===== src/rtl/fifo_flags.sv =====
// fifo_flags
// Synchronous single-clock FIFO with occupancy flag generation. One instance
// serves one flow-control channel. The four flags are one-hot (or all low at
// mid occupancy), so the flow-control block can treat them as an occupancy class.
//
// Ports:
//   clk          rising-edge clock
//   reset        synchronous, active-high reset
//   wr_en        write request
//   data_in      write data
//   rd_en        read request
//   data_out     registered read data (one-cycle latency)
//   valid_out    data_out holds a word popped on the previous edge
//   full         count == DEPTH
//   almost_full  AF_THRESH <= count < DEPTH
//   empty        count == 0
//   almost_empty 0 < count <= AE_THRESH
//   count        current occupancy, 0..DEPTH
//   fifo_error   sticky overflow/underflow indicator, cleared only by reset
module fifo_flags #(
  parameter int DATA_WIDTH = 6,
  parameter int ADDR_WIDTH = 3,
  parameter int AF_THRESH  = 6,
  parameter int AE_THRESH  = 2
) (
  input  logic                  clk,
  input  logic                  reset,
  input  logic                  wr_en,
  input  logic [DATA_WIDTH-1:0] data_in,
  input  logic                  rd_en,
  output logic [DATA_WIDTH-1:0] data_out,
  output logic                  valid_out,
  output logic                  full,
  output logic                  almost_full,
  output logic                  empty,
  output logic                  almost_empty,
  output logic [ADDR_WIDTH:0]   count,
  output logic                  fifo_error
);

  localparam int DEPTH = 1 << ADDR_WIDTH;
  localparam logic [ADDR_WIDTH:0]   DEPTH_C = (ADDR_WIDTH + 1)'(DEPTH);
  localparam logic [ADDR_WIDTH:0]   AF_C    = (ADDR_WIDTH + 1)'(AF_THRESH);
  localparam logic [ADDR_WIDTH:0]   AE_C    = (ADDR_WIDTH + 1)'(AE_THRESH);
  localparam logic [ADDR_WIDTH:0]   CNT_ONE = (ADDR_WIDTH + 1)'(1);
  localparam logic [ADDR_WIDTH-1:0] PTR_ONE = ADDR_WIDTH'(1);

  logic [DATA_WIDTH-1:0] mem [DEPTH];
  logic [ADDR_WIDTH-1:0] wr_ptr;
  logic [ADDR_WIDTH-1:0] rd_ptr;
  logic                  rd_accept;
  logic                  wr_accept;

  // Accept decisions. A read frees a slot in the same edge, so a write into a
  // full FIFO is still taken when a read is accepted alongside it. The read
  // side only looks at the registered count, so a word written this edge can
  // never be read back through the same edge (no fall-through).
  always_comb begin
    rd_accept = rd_en & ~empty;
    wr_accept = wr_en & (~full | rd_accept);
  end

  // Flags are pure decodes of the registered count, so they never glitch on
  // input changes. almost_full excludes full and almost_empty excludes empty,
  // which keeps the four flags mutually exclusive.
  always_comb begin
    empty        = (count == '0);
    full         = (count == DEPTH_C);
    almost_full  = (count >= AF_C) && !full;
    almost_empty = (count <= AE_C) && !empty;
  end

  // Storage array. Contents are never cleared; only the pointers define
  // which entries are live, so reset does not need to touch it.
  always_ff @(posedge clk) begin
    if (!reset && wr_accept) begin
      mem[wr_ptr] <= data_in;
    end
  end

  // Pointers, occupancy, read port and error tracking. Reset wins over any
  // request. Pointers wrap naturally at DEPTH. The error bit records any
  // dropped write or rejected read and stays set until the next reset.
  always_ff @(posedge clk) begin
    if (reset) begin
      wr_ptr     <= '0;
      rd_ptr     <= '0;
      count      <= '0;
      data_out   <= '0;
      valid_out  <= 1'b0;
      fifo_error <= 1'b0;
    end else begin
      if (wr_accept) begin
        wr_ptr <= wr_ptr + PTR_ONE;
      end
      if (rd_accept) begin
        data_out <= mem[rd_ptr];
        rd_ptr   <= rd_ptr + PTR_ONE;
      end
      valid_out <= rd_accept;
      case ({wr_accept, rd_accept})
        2'b10:   count <= count + CNT_ONE;
        2'b01:   count <= count - CNT_ONE;
        default: count <= count;
      endcase
      if ((wr_en && !wr_accept) || (rd_en && empty)) begin
        fifo_error <= 1'b1;
      end
    end
  end

endmodule

===== config.mk =====
export PLATFORM = sky130hd
export DESIGN_NAME = fifo_flags
export DESIGN_NICKNAME = d
export VERILOG_FILES = /design/src/rtl/fifo_flags.sv
export SDC_FILE = /design/constraint.sdc
export NUM_CORES = 1
export LEC_CHECK = 0
export BUFFER_PORTS_ARGS = -buffer_cell sky130_fd_sc_hd__buf_2
export CAP_MARGIN = 30
export CORE_ASPECT_RATIO = 2
export CORE_UTILIZATION = 28
export DETAILED_ROUTE_END_ITERATION = 8
export SLEW_MARGIN = 10
export SYNTH_ARGS = -nofsm -noshare
export SYNTH_HDL_FRONTEND = slang
export SYNTH_SLANG_ARGS = --single-unit

===== constraint.sdc =====
create_clock -name clk -period 3.05 [get_ports clk]
set_input_delay 0.1525 -clock clk [delete_from_list [all_inputs] [get_ports clk]]
set_output_delay 0.1525 -clock clk [all_outputs]
set_load 0.005 [all_outputs]

### After elaboration in Yosys (flattened, before gate mapping)

Memories as Yosys holds them, arrays and structs flattened. A register that Yosys moved wholly into a read port is not among the register bits.
Index checks and enable logic that the tools add are counted.

| operators by class | value |
|---|---|
| add/subtract/negate cells | 4 |
| $lt $le $gt $ge | 2 |
| equality and inequality tests | 3 |
| multiplexer cells | 3 |
| bitwise gates (word level) | 5 |
| reduce and logical (&&, ||, !) cells | 12 |

Operators by type and width:

| cell | number |
|---|---|
| case mux 4 bit (2 select lines) | 1 |
| adder 3 x 1 -> 3 bit, second input constant | 2 |
| logical AND 1 bit | 5 |
| adder 4 x 1 -> 4 bit, second input constant | 1 |
| equality test 4 bit, second input constant | 1 |
| >= comparator 4 x 3 -> 1 bit, second input constant | 1 |
| less-or-equal comparator 4 x 2 -> 1 bit, second input constant | 1 |
| logical NOT 1 bit | 4 |
| logical NOT 4 bit | 1 |
| subtractor 4 x 1 -> 4 bit, second input constant | 1 |
| bitwise AND 1 bit | 2 |
| equality test 2 x 1 -> 1 bit, second input constant | 1 |
| equality test 2 bit, second input constant | 1 |
| two-way mux 1 bit | 2 |
| inverter 1 bit | 2 |
| nonzero test 2 bit | 1 |
| logical OR 1 bit | 1 |
| bitwise OR 1 bit | 1 |

| word-level totals | value |
|---|---|
| flip-flop bits (word level) | 12 |
| memory bits (writable) | 48 |
| input port bits | 10 |
| output and inout port bits | 16 |
| logic and storage cells | 35 |
| memories | 1 |

Memories:

| memory | depth | width | rd ports | clocked after Yosys merged registers in | write ports | RTL line | RTL |
|---|---|---|---|---|---|---|---|
| mem | 8 | 6 | 1 | 1 | 1 | 48 | `logic [DATA_WIDTH-1:0] mem [DEPTH];` |

### Depth between registers and ports, before layout

| logic depth | value |
|---|---|
| depth after elaboration | 8 |
| depth in mapped cells | 9 |
| gate-level depth less buffers | 8 |

### Worst setup path before layout

No wires, ideal clock.

| timing | value |
|---|---|
| kind | flip-flop to flip-flop |
| from | reg count[1] |
| to | reg count[2] |
| setup time | 0.130 ns |
| arrival time | 2.207 ns |
| data required time | 2.920 ns |
| slack | 0.713 ns |
| cell stages (with the launch flop) | 10 |
| path buffers | 1 |
| path through | dfxtp_1 clkbuf_1 nor4_1 nor3_1 a21o_1 ha_1 or4b_1 mux2i_1 o21ai_1 nor3b_1 |

| between the ends | value |
|---|---|
| cells in the longest elaborated chain, start to end | 7 |
| elaborated cells on any way between the ends | 13 |
| classes of those cells | 2 x add/sub; 3 x eq/ne; 1 x mux; 5 x bitwise; 2 x reduce/logical |

RTL lines:

| what | RTL line | RTL |
|---|---|---|
| start, declared | 37 | `output logic [ADDR_WIDTH:0] count,` |
| start signal, assigned | 102 | `2'b10: count <= count + CNT_ONE;` |
| start signal, assigned | 103 | `2'b01: count <= count - CNT_ONE;` |
| start signal, assigned | 104 | `default: count <= count;` |
| logical NOT 4 bit (*) | 67 | `empty = (count == '0);` |
| via empty | 35 | `output logic empty,` |
| inverter 1 bit (*) | 59 | `rd_accept = rd_en & ~empty;` |
| bitwise AND 1 bit (*) | 59 |  |
| bitwise OR 1 bit | 60 | `wr_accept = wr_en & (~full \| rd_accept);` |
| bitwise AND 1 bit | 60 |  |
| equality test 2 x 1 -> 1 bit / equality test 2 bit (equally long branches) | 101 | `case ({wr_accept, rd_accept})` |
| case mux 4 bit (2 select lines) / nonzero test 2 bit (equally long branches) | n/a |  |

Mark *: on every way through the listed nets, which the timed path passes. The rest lies on a longest branch.
A chain may end at the register's enable or synchronous reset.

### Worst setup path after layout

| timing | value |
|---|---|
| from | reg count[1] |
| to | reg count[2] |

| between the ends | value |
|---|---|
| cells in the longest elaborated chain, start to end | 7 |
| elaborated cells on any way between the ends | 13 |
| classes of those cells | 2 x add/sub; 3 x eq/ne; 1 x mux; 5 x bitwise; 2 x reduce/logical |

RTL lines:

| what | RTL line |
|---|---|
| logical NOT 4 bit | 67 |
| inverter 1 bit | 59 |
| bitwise AND 1 bit | 59 |
| bitwise OR 1 bit | 60 |
| bitwise AND 1 bit | 60 |
| equality test 2 x 1 -> 1 bit / equality test 2 bit (equally long branches) | 101 |
| case mux 4 bit (2 select lines) / nonzero test 2 bit (equally long branches) | n/a |

Several ways; a longest one is shown, not always the timed one.

==> metrics.md <==
| Metric | Value |
|---|---|
| Hold-fix buffers at CTS | `0` |
| Register area share after synthesis | `between 60 and 70%` |
| Net load switching power | `0.755 mW` |
| Area Growth Syn to Fin | `21.2%` |
| Syn Inst Count | `between 150 and 200` |
| Most frequent cells in the layout | `edfxtp_1, buf_2, nor2_1` |
| DRC violations left | `0` |
| Number of cell rows | `51` |
| Relative slew slack | `about 54%` |
| Flops & latches, synth | `between 60 and 70` |
| Sw Ratio | `~27%` |
| Crit path max-delay family | `simple AND/OR/NAND/NOR gates` |
| CTS tree | `built` |
| Clk_lat worst skew | `0.33 ns` |
| Clock buffer depth | `2` |
| Minimum clock period | `2.29 ns` |
| Aggregate routed wire length | `around 5.3 mm` |
| DIE AREA | `~10000 sq um` |
| Clock power frac | `roughly 37%` |
| Startpoint types | `flop` |
| Synthesized Nets | `a little under 200` |
| # Post-CTS Setup Buffers | `0` |
| Hold Crit Class | `in -> reg` |
| Clock Pin Slew Worst Setup and Hold Paths | `~0.06 ns` |
| Netlist cell types | `41` |
| Reg power frac | `41.3%` |
| CP bufs+invs | `0` |
| Largest net degree at the start of global routing | `23` |
| Crit share post-route | `75.0%` |
| Gate power share | `between 20% and 30%` |
| Fmax | `437 MHz` |
| # setup viols final | `0` |
| Largest area contributor in the netlist | `edfxtp_1` |
| DR vias | `approximately 1700` |
| Status | `complete, no violations` |
| RSZ-0062 raised after global routing | `no` |
| Chip width | `between 70 and 80 um` |
| Pwr Density | `about 830 nW/um^2` |
| Clk root buf | `clkbuf_16` |
| Slowest stage delay, CP | `around 0.47 ns` |
| Post-DP HPWL | `between 3 and 4 mm` |
| YS warnings | `0` |
| LEAKAGE | `1.18 nW` |
| Slowest CP cell | `dfxtp_1` |
| Antenna violations before repair | `0` |
| FILL cells | `937` |
| Measured slew at the worst slew-check pin | `0.686 ns` |
| Synth top area share | `between 50% and 60%` |
| Worst Path Required | `around 3.3 ns` |
| IR Drop Worst-Case VDD | `around 0.29 mV` |
| Setup TNS | `0 ns` |
| Final Hold Viols | `0` |
| Worst clock skew | `roughly 0.0042 ns` |
| Final nets | `~230` |
| First-pass GRT wire length | `between 8 and 9 mm` |
| Starting DRT DRC Count | `67` |
| Starting density of the core | `between 20% and 30%` |
| Wire per inst | `~15 um` |
| Io pins | `26` |
| Post-DR vias/cell | `roughly 4.7` |
| Worst slack, placed | `roughly 0.76 ns` |
| Post-CTS Resized | `0` |
| Commonest non-fill, non-tap cell in the layout | `edfxtp_1` |
| Critical path data arrival time | `around 2.5 ns` |
| CP max FO | `16` |
| Diode count | `0` |
| Total GRT Usage | `between 10% and 20%` |
| Synthesized area | `2760 sq um` |
| Layout cells sized above 1 | `between 20% and 30%` |
| Total global routing overflow | `0` |
| Die span in y | `roughly 140 um` |
| Top cells by area, synth | `edfxtp_1, dfxtp_1, mux4_2` |
| Sink Count | `66` |
| Critical Path End Type | `flop` |
| Crit-path cells | `nor4_1 -> nor3_1 -> a21o_1 -> ha_1 -> or4b_1 -> mux2i_1 -> o21ai_1 -> nor3b_1` |
| DR pass1 iterations | `4` |
| Crit Path Category | `reg -> reg` |
| Max Slew Vio Count | `0` |
| GP Congestion | `around 0.72` |
| Core Region | `approximately 9600 sq um` |
| Int Pwr | `between 2 and 2.5 mW` |
| ANT nets after route | `0` |
| H-tree lvl count | `3` |
| IO Port Bufs | `25` |
| Cts bufs inserted | `9` |
| Maximum capacitance violations | `0` |
| Setup WS post-layout | `around 0.76 ns` |
| Vias in the first global route | `around 1700` |
| Synth Area per Inst | `about 15 sq um` |
==> path summary, 6_finish.rpt <==
path | start | depth (start not counted) | end | slack (ns)
setup / recovery | count[1] | 8 | count[2] | 0.76
hold / removal | data_in[1] | 1 | mem[4][1] | 0.09
setup reg to reg | count[1] | 8 | count[2] | 0.76
hold reg to reg | fifo_error | 1 | fifo_error | 0.48
==> layout make-up <==
cell class / instances / area (sq um) / area share, %
multi-input cells: 105 / 891 / 26.6
flip-flops and latches: 66 / 1800 / 53.8
inverters: 2 / 8.76 / 0.261
repair buffers: 32 / 178 / 5.30
clock inverters: 6 / 66.3 / 1.98
clock buffers: 10 / 239 / 7.13
well taps: 132 / 165 / 4.93
==> worst reg2reg max path, cell delays in order (launching register included) <==
cell     delay, ns
dfxtp_1       0.47
nor4_1        0.39
nor3_1        0.09
a21o_1        0.17
ha_1          0.19
or4b_1        0.46
mux2i_1       0.18
o21ai_1       0.07
nor3b_1       0.15
==> routing by layer <==
| layer | track usage [%] | routed length [um] | vias to the layer above |
|---|---|---|---|
| met5 | 0 | 0 | - |
| met4 | 10.1 | 240 | 0 |
| met3 | 2.97 | 183 | 15 |
| met2 | 21.5 | 3000 | 38 |
| met1 | 9.95 | 1840 | 813 |
| li1 | - | - | 786 |
==> cells by family after synthesis <==
logic type | after synthesis | share of synthesized area [%]
flops | 66 | 65.2
simple gates | 55 | 10.5
fa+ha+maj | 3 | 1.36
buf+inv | 14 | 2.58
mux | 16 | 11.2
xor+xnor | 8 | 2.53
compound gates | 23 | 6.61
==> sequential cells by signal (all words and copies together) (netlist names) <==
name,cells
data_out,6
rd_ptr,3
valid_out,1
count,4
fifo_error,1
mem,48
wr_ptr,3
==> power by group through the flow <==
stage	Sequential, mW	Combinational (mW)	Clock (mW)
floorplan	1.12	0.491	0
detailed placement	1.16	0.617	0
global route	1.16	0.671	1.06
finish	1.14	0.605	1.02
CTS	1.14	0.621	1.04
global placement	1.16	0.606	0
==> cell usage after synthesis, drive strengths merged <==
cell type / number
nor3: 15
inv: 1
o211ai: 3
a21oi: 2
o21ai: 3
nand3b: 1
a21o: 1
o21ba: 1
nor3b: 1
xnor2: 4
nand2: 5
nor2b: 2
or4b: 2
edfxtp: 48
a211o: 1
buf: 7
dfxtp: 18
nor4b: 2
xor2: 4
clkbuf: 5
nand4b: 1
o22ai: 6
o22a: 1
o41a: 1
nand2b: 3
nor4: 3
mux4: 12
nor2: 19
mux2i: 4
and4b: 1
a211oi: 2
a311oi: 1
clkinv: 1
ha: 3
o311a: 1
==> metrics by stage <==
stage | std cells | total power [mW] | util, % | hold WS [ns] | instance area, sq um
5_1_grt | 353 | 2.90 | 34.8 | 0.0938 | 3350
4_1_cts | 353 | 2.81 | 34.8 | 0.0834 | 3350
2_1_floorplan | 185 | 1.61 | - | 0.251 | 2760
6_report | 353 | 2.77 | 34.8 | 0.0934 | 3350
3_3_place_gp | 337 | 1.77 | 31.6 | 0.419 | 3040
3_5_place_dp | 337 | 1.78 | 31.6 | 0.432 | 3040
Power figures use the tool's default switching activity.
